`src/rtl/decode_issue_ctrl_if.sv`:
```
// Decode-to-execute issue stage bus: front-end handshake, flush/exe backpressure and ID/EX register outputs.
// master drives the front end and exe_ready; slave is the issue stage itself.
interface decode_issue_ctrl_if #(
  parameter int XLEN   = 32,
  parameter int RA_W   = 6,
  parameter int CTRL_W = 64
) ();
  logic              fe_valid;
  logic              fe_ready;
  logic [XLEN-1:0]   fe_pc;
  logic [CTRL_W-1:0] fe_ctrl;
  logic [RA_W-1:0]   fe_src1_addr;
  logic              fe_src1_en;
  logic [RA_W-1:0]   fe_src2_addr;
  logic              fe_src2_en;
  logic [RA_W-1:0]   fe_dst_addr;
  logic              fe_dst_en;
  logic              fe_is_load;
  logic              fe_md_start;
  logic              fe_hilo_read;
  logic              flush;
  logic              exe_ready;
  logic              de_valid;
  logic [XLEN-1:0]   de_pc;
  logic [CTRL_W-1:0] de_ctrl;
  logic [RA_W-1:0]   de_dst_addr;
  logic              de_dst_en;
  logic              de_is_load;
  logic              de_md_start;
  logic              md_busy;
  logic [31:0]       perf_stall_cnt;

  modport master (
    output fe_valid, fe_pc, fe_ctrl, fe_src1_addr, fe_src1_en, fe_src2_addr, fe_src2_en,
           fe_dst_addr, fe_dst_en, fe_is_load, fe_md_start, fe_hilo_read, flush, exe_ready,
    input  fe_ready, de_valid, de_pc, de_ctrl, de_dst_addr, de_dst_en, de_is_load,
           de_md_start, md_busy, perf_stall_cnt
  );

  modport slave (
    input  fe_valid, fe_pc, fe_ctrl, fe_src1_addr, fe_src1_en, fe_src2_addr, fe_src2_en,
           fe_dst_addr, fe_dst_en, fe_is_load, fe_md_start, fe_hilo_read, flush, exe_ready,
    output fe_ready, de_valid, de_pc, de_ctrl, de_dst_addr, de_dst_en, de_is_load,
           de_md_start, md_busy, perf_stall_cnt
  );
endinterface

```
`src/rtl/decode_issue_ctrl.sv`:
```
// ID/EX issue register with load-use interlock, mult/div busy scoreboard and flush.
// Define DECODE_PERF_CNT_EN to build the saturating stall-cycle counter on perf_stall_cnt.
module decode_issue_ctrl #(
  parameter int XLEN       = 32,
  parameter int RA_W       = 6,
  parameter int CTRL_W     = 64,
  parameter int MD_LATENCY = 4
) (
  input  logic               clk,
  input  logic               reset,
  decode_issue_ctrl_if.slave bus
);
  localparam int              MD_CW   = $clog2(MD_LATENCY + 1);
  localparam logic [MD_CW-1:0] MD_LOAD = MD_CW'(MD_LATENCY);
  localparam logic [MD_CW-1:0] MD_ONE  = MD_CW'(1);
  localparam logic [MD_CW-1:0] MD_ZERO = MD_CW'(0);
  localparam logic [RA_W-1:0]  RA_ZERO = RA_W'(0);

  logic              r_de_valid;
  logic [XLEN-1:0]   r_de_pc;
  logic [CTRL_W-1:0] r_de_ctrl;
  logic [RA_W-1:0]   r_de_dst_addr;
  logic              r_de_dst_en;
  logic              r_de_is_load;
  logic              r_de_md_start;
  logic [MD_CW-1:0]  r_md_cnt;

  logic w_issue;
  logic w_src1_hit;
  logic w_src2_hit;
  logic w_lu_haz;
  logic w_md_busy;
  logic w_md_haz;
  logic w_hazard;
  logic w_fe_ready;
  logic w_accept;

  // Handshake and hazard detection; fe_ready deliberately ignores fe_valid.
  always_comb begin
    w_issue    = r_de_valid & bus.exe_ready;
    w_src1_hit = bus.fe_src1_en & (bus.fe_src1_addr == r_de_dst_addr);
    w_src2_hit = bus.fe_src2_en & (bus.fe_src2_addr == r_de_dst_addr);
    w_lu_haz   = r_de_valid & r_de_is_load & r_de_dst_en & (r_de_dst_addr != RA_ZERO)
               & (w_src1_hit | w_src2_hit);
    w_md_busy  = (r_md_cnt != MD_ZERO);
    // A held MD op blocks HI/LO users even before it issues and loads the counter.
    w_md_haz   = (bus.fe_hilo_read | bus.fe_md_start) & (w_md_busy | (r_de_valid & r_de_md_start));
    w_hazard   = w_lu_haz | w_md_haz;
    w_fe_ready = (~r_de_valid | bus.exe_ready) & ~w_hazard & ~bus.flush;
    w_accept   = bus.fe_valid & w_fe_ready;
  end

  // ID/EX register: flush beats accept, accept beats a plain issue.
  always_ff @(posedge clk) begin
    if (reset) begin
      r_de_valid    <= 1'b0;
      r_de_pc       <= {XLEN{1'b0}};
      r_de_ctrl     <= {CTRL_W{1'b0}};
      r_de_dst_addr <= RA_ZERO;
      r_de_dst_en   <= 1'b0;
      r_de_is_load  <= 1'b0;
      r_de_md_start <= 1'b0;
    end else if (bus.flush) begin
      r_de_valid <= 1'b0;
    end else if (w_accept) begin
      r_de_valid    <= 1'b1;
      r_de_pc       <= bus.fe_pc;
      r_de_ctrl     <= bus.fe_ctrl;
      r_de_dst_addr <= bus.fe_dst_addr;
      r_de_dst_en   <= bus.fe_dst_en;
      r_de_is_load  <= bus.fe_is_load;
      r_de_md_start <= bus.fe_md_start;
    end else if (w_issue) begin
      r_de_valid <= 1'b0;
    end else begin
      r_de_valid <= r_de_valid;
    end
  end

  // Mult/div busy counter; an MD op killed by flush never starts it.
  always_ff @(posedge clk) begin
    if (reset) begin
      r_md_cnt <= MD_ZERO;
    end else if (w_issue & r_de_md_start & ~bus.flush) begin
      r_md_cnt <= MD_LOAD;
    end else if (r_md_cnt != MD_ZERO) begin
      r_md_cnt <= r_md_cnt - MD_ONE;
    end else begin
      r_md_cnt <= r_md_cnt;
    end
  end

`ifdef DECODE_PERF_CNT_EN
  logic [31:0] r_perf_cnt;

  // Saturating count of cycles a valid instruction was held back by a hazard or backpressure.
  always_ff @(posedge clk) begin
    if (reset) begin
      r_perf_cnt <= 32'd0;
    end else if (bus.fe_valid & ~w_fe_ready & ~bus.flush & (r_perf_cnt != 32'hFFFF_FFFF)) begin
      r_perf_cnt <= r_perf_cnt + 32'd1;
    end else begin
      r_perf_cnt <= r_perf_cnt;
    end
  end

  assign bus.perf_stall_cnt = r_perf_cnt;
`else
  assign bus.perf_stall_cnt = 32'd0;
`endif

  assign bus.fe_ready    = w_fe_ready;
  assign bus.de_valid    = r_de_valid;
  assign bus.de_pc       = r_de_pc;
  assign bus.de_ctrl     = r_de_ctrl;
  assign bus.de_dst_addr = r_de_dst_addr;
  assign bus.de_dst_en   = r_de_dst_en;
  assign bus.de_is_load  = r_de_is_load;
  assign bus.de_md_start = r_de_md_start;
  assign bus.md_busy     = w_md_busy;
endmodule
```
`src/flat_wrapper.sv`:
```
// flat-port wrapper written by rule: the top's interface ports become plain ports
module decode_issue_ctrl_flat 
#(
  parameter int XLEN       = 32,
  parameter int RA_W       = 6,
  parameter int CTRL_W     = 64,
  parameter int MD_LATENCY = 4
)
  (clk, reset, bus_fe_valid, bus_fe_pc, bus_fe_ctrl, bus_fe_src1_addr, bus_fe_src1_en, bus_fe_src2_addr, bus_fe_src2_en, bus_fe_dst_addr, bus_fe_dst_en, bus_fe_is_load, bus_fe_md_start, bus_fe_hilo_read, bus_flush, bus_exe_ready, bus_fe_ready, bus_de_valid, bus_de_pc, bus_de_ctrl, bus_de_dst_addr, bus_de_dst_en, bus_de_is_load, bus_de_md_start, bus_md_busy, bus_perf_stall_cnt);
  decode_issue_ctrl_if #(.XLEN(XLEN), .RA_W(RA_W), .CTRL_W(CTRL_W)) bus_i ();
  input  logic clk;
  input  logic reset;
  input wire logic [$bits(bus_i.fe_valid)-1:0] bus_fe_valid;
  input wire logic [$bits(bus_i.fe_pc)-1:0] bus_fe_pc;
  input wire logic [$bits(bus_i.fe_ctrl)-1:0] bus_fe_ctrl;
  input wire logic [$bits(bus_i.fe_src1_addr)-1:0] bus_fe_src1_addr;
  input wire logic [$bits(bus_i.fe_src1_en)-1:0] bus_fe_src1_en;
  input wire logic [$bits(bus_i.fe_src2_addr)-1:0] bus_fe_src2_addr;
  input wire logic [$bits(bus_i.fe_src2_en)-1:0] bus_fe_src2_en;
  input wire logic [$bits(bus_i.fe_dst_addr)-1:0] bus_fe_dst_addr;
  input wire logic [$bits(bus_i.fe_dst_en)-1:0] bus_fe_dst_en;
  input wire logic [$bits(bus_i.fe_is_load)-1:0] bus_fe_is_load;
  input wire logic [$bits(bus_i.fe_md_start)-1:0] bus_fe_md_start;
  input wire logic [$bits(bus_i.fe_hilo_read)-1:0] bus_fe_hilo_read;
  input wire logic [$bits(bus_i.flush)-1:0] bus_flush;
  input wire logic [$bits(bus_i.exe_ready)-1:0] bus_exe_ready;
  output wire logic [$bits(bus_i.fe_ready)-1:0] bus_fe_ready;
  output wire logic [$bits(bus_i.de_valid)-1:0] bus_de_valid;
  output wire logic [$bits(bus_i.de_pc)-1:0] bus_de_pc;
  output wire logic [$bits(bus_i.de_ctrl)-1:0] bus_de_ctrl;
  output wire logic [$bits(bus_i.de_dst_addr)-1:0] bus_de_dst_addr;
  output wire logic [$bits(bus_i.de_dst_en)-1:0] bus_de_dst_en;
  output wire logic [$bits(bus_i.de_is_load)-1:0] bus_de_is_load;
  output wire logic [$bits(bus_i.de_md_start)-1:0] bus_de_md_start;
  output wire logic [$bits(bus_i.md_busy)-1:0] bus_md_busy;
  output wire logic [$bits(bus_i.perf_stall_cnt)-1:0] bus_perf_stall_cnt;
  assign bus_i.fe_valid = bus_fe_valid;
  assign bus_i.fe_pc = bus_fe_pc;
  assign bus_i.fe_ctrl = bus_fe_ctrl;
  assign bus_i.fe_src1_addr = bus_fe_src1_addr;
  assign bus_i.fe_src1_en = bus_fe_src1_en;
  assign bus_i.fe_src2_addr = bus_fe_src2_addr;
  assign bus_i.fe_src2_en = bus_fe_src2_en;
  assign bus_i.fe_dst_addr = bus_fe_dst_addr;
  assign bus_i.fe_dst_en = bus_fe_dst_en;
  assign bus_i.fe_is_load = bus_fe_is_load;
  assign bus_i.fe_md_start = bus_fe_md_start;
  assign bus_i.fe_hilo_read = bus_fe_hilo_read;
  assign bus_i.flush = bus_flush;
  assign bus_i.exe_ready = bus_exe_ready;
  assign bus_fe_ready = bus_i.fe_ready;
  assign bus_de_valid = bus_i.de_valid;
  assign bus_de_pc = bus_i.de_pc;
  assign bus_de_ctrl = bus_i.de_ctrl;
  assign bus_de_dst_addr = bus_i.de_dst_addr;
  assign bus_de_dst_en = bus_i.de_dst_en;
  assign bus_de_is_load = bus_i.de_is_load;
  assign bus_de_md_start = bus_i.de_md_start;
  assign bus_md_busy = bus_i.md_busy;
  assign bus_perf_stall_cnt = bus_i.perf_stall_cnt;
  decode_issue_ctrl #(.XLEN(XLEN), .RA_W(RA_W), .CTRL_W(CTRL_W), .MD_LATENCY(MD_LATENCY)) u_core (.clk(clk), .reset(reset), .bus(bus_i));
endmodule
```
`config.mk`:
```
export PLATFORM = sky130hd
export DESIGN_NAME = decode_issue_ctrl_flat
export DESIGN_NICKNAME = d
export VERILOG_FILES = /design/src/rtl/decode_issue_ctrl_if.sv /design/src/rtl/decode_issue_ctrl.sv /design/src/flat_wrapper.sv
export SDC_FILE = /design/constraint.sdc
export NUM_CORES = 1
export LEC_CHECK = 0
export BUFFER_PORTS_ARGS = -buffer_cell sky130_fd_sc_hd__buf_2
export CAP_MARGIN = 30
export CORE_MARGIN = 5
export CORE_UTILIZATION = 44
export CTS_CLUSTER_DIAMETER = 80
export CTS_CLUSTER_SIZE = 25
export DETAILED_ROUTE_END_ITERATION = 8
export PLACE_DENSITY = 0.95
export SLEW_MARGIN = 20
export SYNTH_ARGS = -nofsm -noshare
export SYNTH_HDL_FRONTEND = slang
export SYNTH_SLANG_ARGS = --single-unit
```
`constraint.sdc`:
```
create_clock -name clk -period 3.56 [get_ports clk]
set_input_delay 0.712 -clock clk [delete_from_list [all_inputs] [get_ports clk]]
set_output_delay 0.712 -clock clk [all_outputs]
set_load 0.02 [all_outputs]
```
; Word-level counts from Yosys, hierarchy flattened
; Index checks and enable logic that the tools add are counted.
[totals]
mem_count = 0
mem_bits_ro = 0
latch_bits = 0
reg_bits = 109
ram_bits = 0
in_bits = 125
[op_classes]
n_mul = 0
muxes = 4
n_reduce_logical = 7
n_bitwise = 22
add_sub_neg = 1
div_mod_pow = 0
shift = 0
eq_ne = 2
magnitude_cmp = 0
[op_table]
columns = op, count
row1 = $and 1x1->1, 14
row2 = $eq 6x6->1, 2
row3 = $mux 3, 2
row4 = $reduce_bool 6->1, 1
row5 = $or 1x1->1, 5
row6 = $reduce_bool 2->1, 2
row7 = $reduce_or 2->1, 2
row8 = $not 1->1, 3
row9 = $reduce_bool 3->1, 1
row10 = $sub 3x1->3 const B, 1
row11 = $mux 1, 2
row12 = $reduce_and 2->1, 1

; Depth between registers and ports, before layout
[logic_depth]
word_depth = 10
mapped_depth = 10
mapped_depth_nobuf = 7

; Least setup slack after synthesis
; No wires, ideal clock.
[synth_path]
path_kind = input port to output port
startpoint = input port bus_fe_src1_addr[2]
endpoint = output port bus_fe_ready
t_required_ns = 2.848
n_path_buf = 0
setup_slack_ns = 1.416
stages = 4
arrival_ns = 1.432
path_cell_list = xnor2_1 nand4_1 o22a_1 o21a_1
[synth_between]
elab_chain_cells = 8
[synth_rtl]
columns = item, line_no
row1 = start: declaration, flat_wrapper.sv:16  ; input wire logic [$bits(bus_i.fe_src1_addr)-1:0] bus_fe_src1_addr;
row2 = $eq 6x6->1, decode_issue_ctrl.sv:41  ; w_src1_hit = bus.fe_src1_en & (bus.fe_src1_addr == r_de_dst_addr);
row3 = $and 1x1->1, decode_issue_ctrl.sv:41
row4 = $or 1x1->1, decode_issue_ctrl.sv:44  ; & (w_src1_hit | w_src2_hit);
row5 = $and 1x1->1, decode_issue_ctrl.sv:44
row6 = $or 1x1->1, decode_issue_ctrl.sv:48  ; w_hazard = w_lu_haz | w_md_haz;
row7 = $not 1->1, decode_issue_ctrl.sv:49  ; w_fe_ready = (~r_de_valid | bus.exe_ready) & ~w_hazard & ~bus.flush;
row8 = $and 1x1->1 (2 in series), decode_issue_ctrl.sv:49
row9 = end: declaration, flat_wrapper.sv:27  ; output wire logic [$bits(bus_i.fe_ready)-1:0] bus_fe_ready;
; No other way between the ends.

; Worst setup path in the final report
[layout_path]
startpoint = register u_core.r_md_cnt[0]
endpoint = output port bus_fe_ready
[layout_between]
elab_chain_cells = 7
[layout_rtl]
columns = item, line_no
row1 = start: declaration, decode_issue_ctrl.sv:26  ; logic [MD_CW-1:0] r_md_cnt;
row2 = start signal: assignment, decode_issue_ctrl.sv:87  ; r_md_cnt <= r_md_cnt - MD_ONE;
row3 = start signal: assignment, decode_issue_ctrl.sv:89  ; r_md_cnt <= r_md_cnt;
row4 = $reduce_bool 3->1, decode_issue_ctrl.sv:45  ; w_md_busy = (r_md_cnt != MD_ZERO);
row5 = $or 1x1->1, decode_issue_ctrl.sv:47  ; w_md_haz = (bus.fe_hilo_read | bus.fe_md_start) & (w_md_busy | (r_de_valid & r_de_md_start));
row6 = $and 1x1->1, decode_issue_ctrl.sv:47
row7 = $or 1x1->1, decode_issue_ctrl.sv:48
row8 = $not 1->1, decode_issue_ctrl.sv:49
row9 = $and 1x1->1 (2 in series), decode_issue_ctrl.sv:49
; No other way between the ends.

==> flow_summary.yaml <==
worst_setup_path:
  required_ns: 2.85
  cp_cell_sequence: "inv_1 -> ha_1 -> nor2b_1 -> o21ai_0 -> nor2_1 -> o21a_1 -> buf_2"
  crit_path_end_kind: "primary output"
  crit_family: "simple AND/OR/NAND/NOR gates"
  cp_data_arrival_time_ns: 1.92
  critPathKind: "flop to primary output"
  critPathSlowestCell: "dfxtp_1"
  cpPeakStageDelay_ns: 0.32
  path_buf_inv: 2
  critPathMaxFanout: 3
  cp-start-kind: "flop"
timing:
  post-route-min-period_ns: 2.63
  fin_crit_sh_pct: 73.9
  drv_slew: 0
  finalClockSkew_ns: 0.0213
  hold_viol: 0
  fmax_mhz: 380
  tns_ns: 0
  setup_viol: 0
  rsz0062_at_grt: "false"
global_routing:
  grt_pass1_vias: 3175
  grt_pass1_wl_um: 15300
  gr-usage-all-layers_pct: 18.3
  antenna_found_initial: 0
  overflow: 0
  grt_max_degree: 107
pwr:
  power_switching_share_pct: 33.5
  p_int_mw: 2.08
  power_switching_mw: 1.05
  totalPowerFinal_mw: 3.13
  power_density_nw_per_um2: 610
  p_clk_share_pct: 24.5
  leakagePower_nw: 2.67
  p_seq_share_pct: 47.6
  comb_power_share_pct: 27.9
  ir_drop_mv: 0.306
synth:
  synth_area_leaders: "dfxtp_1 57%, a22o_1 24%, buf_4 7.4%"
  ys_async_sr_fraction_pct: 0
  synth_cells: 320
  synthTopCellsByCount: "109 x dfxtp_1, 105 x a22o_1, 38 x buf_4, 14 x buf_2, 13 x xnor2_1"
  ys_ff_latch: 109
  synth.most_common_cell: "dfxtp_1"
  yosys_most_used_dff: "dfxtp_1"
  seq_area_frac_synth_pct: 56.8
  synth_top_area_share_pct: 56.8
  netlist_area_um2: 3840
  yosysWarnings: 0
  avgSynthCellArea_um2: 12.0
  synth_edf_count: 0
  yosysTopAreaCell: "dfxtp_1"
  synth_cell_types: 28
drt:
  drtIter0Drc: 98
  viasPerCell: 5.01
  first_pass_iters: 4
  drcViolationCount: 0
  via_count: 3269
  routed_wirelength_um: 10700
  drtAntennaViolNets: 0
  wl_per_cell_um: 16.4
clock_network:
  clock_latency_ns: 0.36
  cts_buffer_depth: 2
  clk_pin_slew_ns: 0.11
  htree_levels: 3
  clock-sinks: 109
  cts_hold_buf: 0
  cts_tree: "yes"
  cts_setup_buffers: 0
  clockRootBuffer: "clkbuf_8"
  cts_resized: 0
  numCtsBuffers: 9
floorplan:
  start_util_pct: 44.5
  dieArea_um2: 10700
  die_w_um: 103
  die_y_um: 103
  coreArea_um2: 8640
  rows: 34
  ios: 265
outcome:
  status: "completed"
run:
  maxCapViolCount: 0
placed_design:
  hpwlAfterDp_um: 8120
  gp_congestion: 0.837
  dp_cells: 637
  portBuffers: 232
layout:
  post-route-util_pct: 59.5
  final_cell_count_no_fill: 653
  num-nets-final: 668
  area_growth_pct: 33.6
  insertedDiodeCount: 0
  final_layout_size_suffix_gt1_share_pct: 46.4
hold_path:
  hp-class: "flop to flop"
[layout by cell type (no fill, tap or decap), types with 3 or more instances in the layout]
cell type and n:
xnor2_1 13, nand4_1 3, a22o_1 105, nor2_1 6, o21ai_0 3, clkbuf_8 10, buf_2 232, dfxtp_1 109
conb_1 32, inv_1 5
[cell type report]
type	count	area, um2
Clock buffer	10	138
Inverter	5	18.8
Sequential cell	109	2180
Tap cell	108	135
Clock inverter	5	67.6
Timing Repair Buffer	234	1210
Multi-Input combinational cell	182	1390
Fill cell	728	3500
[layer usage]
metal	global-route usage [%]	vias to the layer above	wire (um)
li1	-	1562	-
met1	21.1	1520	4000
met2	30.7	176	5230
met3	7.38	11	1320
met4	6.27	0	150
met5	0	-	0
[power groups by stage]
stage                     Combinational (mW)  Sequential (mW)  Clock (mW)
after global placement                 0.840             1.51           0
after detailed placement               0.875             1.51           0
after floorplan                        0.412             1.69           0
final                                  0.873             1.49       0.768
after global routing                   0.944             1.51       0.850
after CTS                              0.876             1.49       0.792
[worst reg2reg max path, cell delays in order, from the launching register on]
cell      delay (ns)
dfxtp_1         0.32
inv_1           0.10
ha_1            0.19
nor2b_1         0.27
o21ai_0         0.16
o21ai_0         0.30
o311ai_4        0.21
buf_12          0.24
a22o_1          0.41
[flip-flops by register name (all words and copies together), names as in the netlist]
register	flops
u_core.bus.de_is_load	1
u_core.bus.de_dst_addr	6
u_core.bus.de_ctrl	64
u_core.r_md_cnt	3
u_core.bus.de_pc	32
u_core.bus.de_dst_en	1
u_core.bus.de_md_start	1
u_core.bus.de_valid	1
[through the flow]
step           cell area [um2]  hold slack, ns  setup WS [ns]
2_1_floorplan             3960           0.477           1.42
3_3_place_gp              4900           0.456           1.04
3_5_place_dp              4900           0.459          0.945
4_1_cts                   5110           0.485          0.921
5_1_grt                   5140           0.497          0.749
6_report                  5140           0.479          0.928
[worst paths after layout]
kind	startpoint	to	slack, ns	depth (start not counted)
max	u_core.r_md_cnt[0]	bus_fe_ready	0.93	7
min	u_core.bus.de_ctrl[1]	u_core.bus.de_ctrl[1]	0.48	1
max reg2reg	u_core.r_md_cnt[0]	u_core.bus.de_ctrl[53]	1.24	8
min reg2reg	u_core.bus.de_ctrl[1]	u_core.bus.de_ctrl[1]	0.48	1
[cells by family (layout without fill, tap and decap cells)]
kind of cell / Yosys count / count (layout) / share of synthesized area [%]
compound gates: 115 / 115 / 26.4
xor+xnor: 13 / 13 / 2.96
fa+ha+maj: 2 / 2 / 0.651
buf+inv: 60 / 254 / 10.4
flops: 109 / 109 / 56.8
other cells: 1 / 32 / 0.0975
simple gates: 20 / 20 / 2.77
Power figures use the tool's default switching activity.
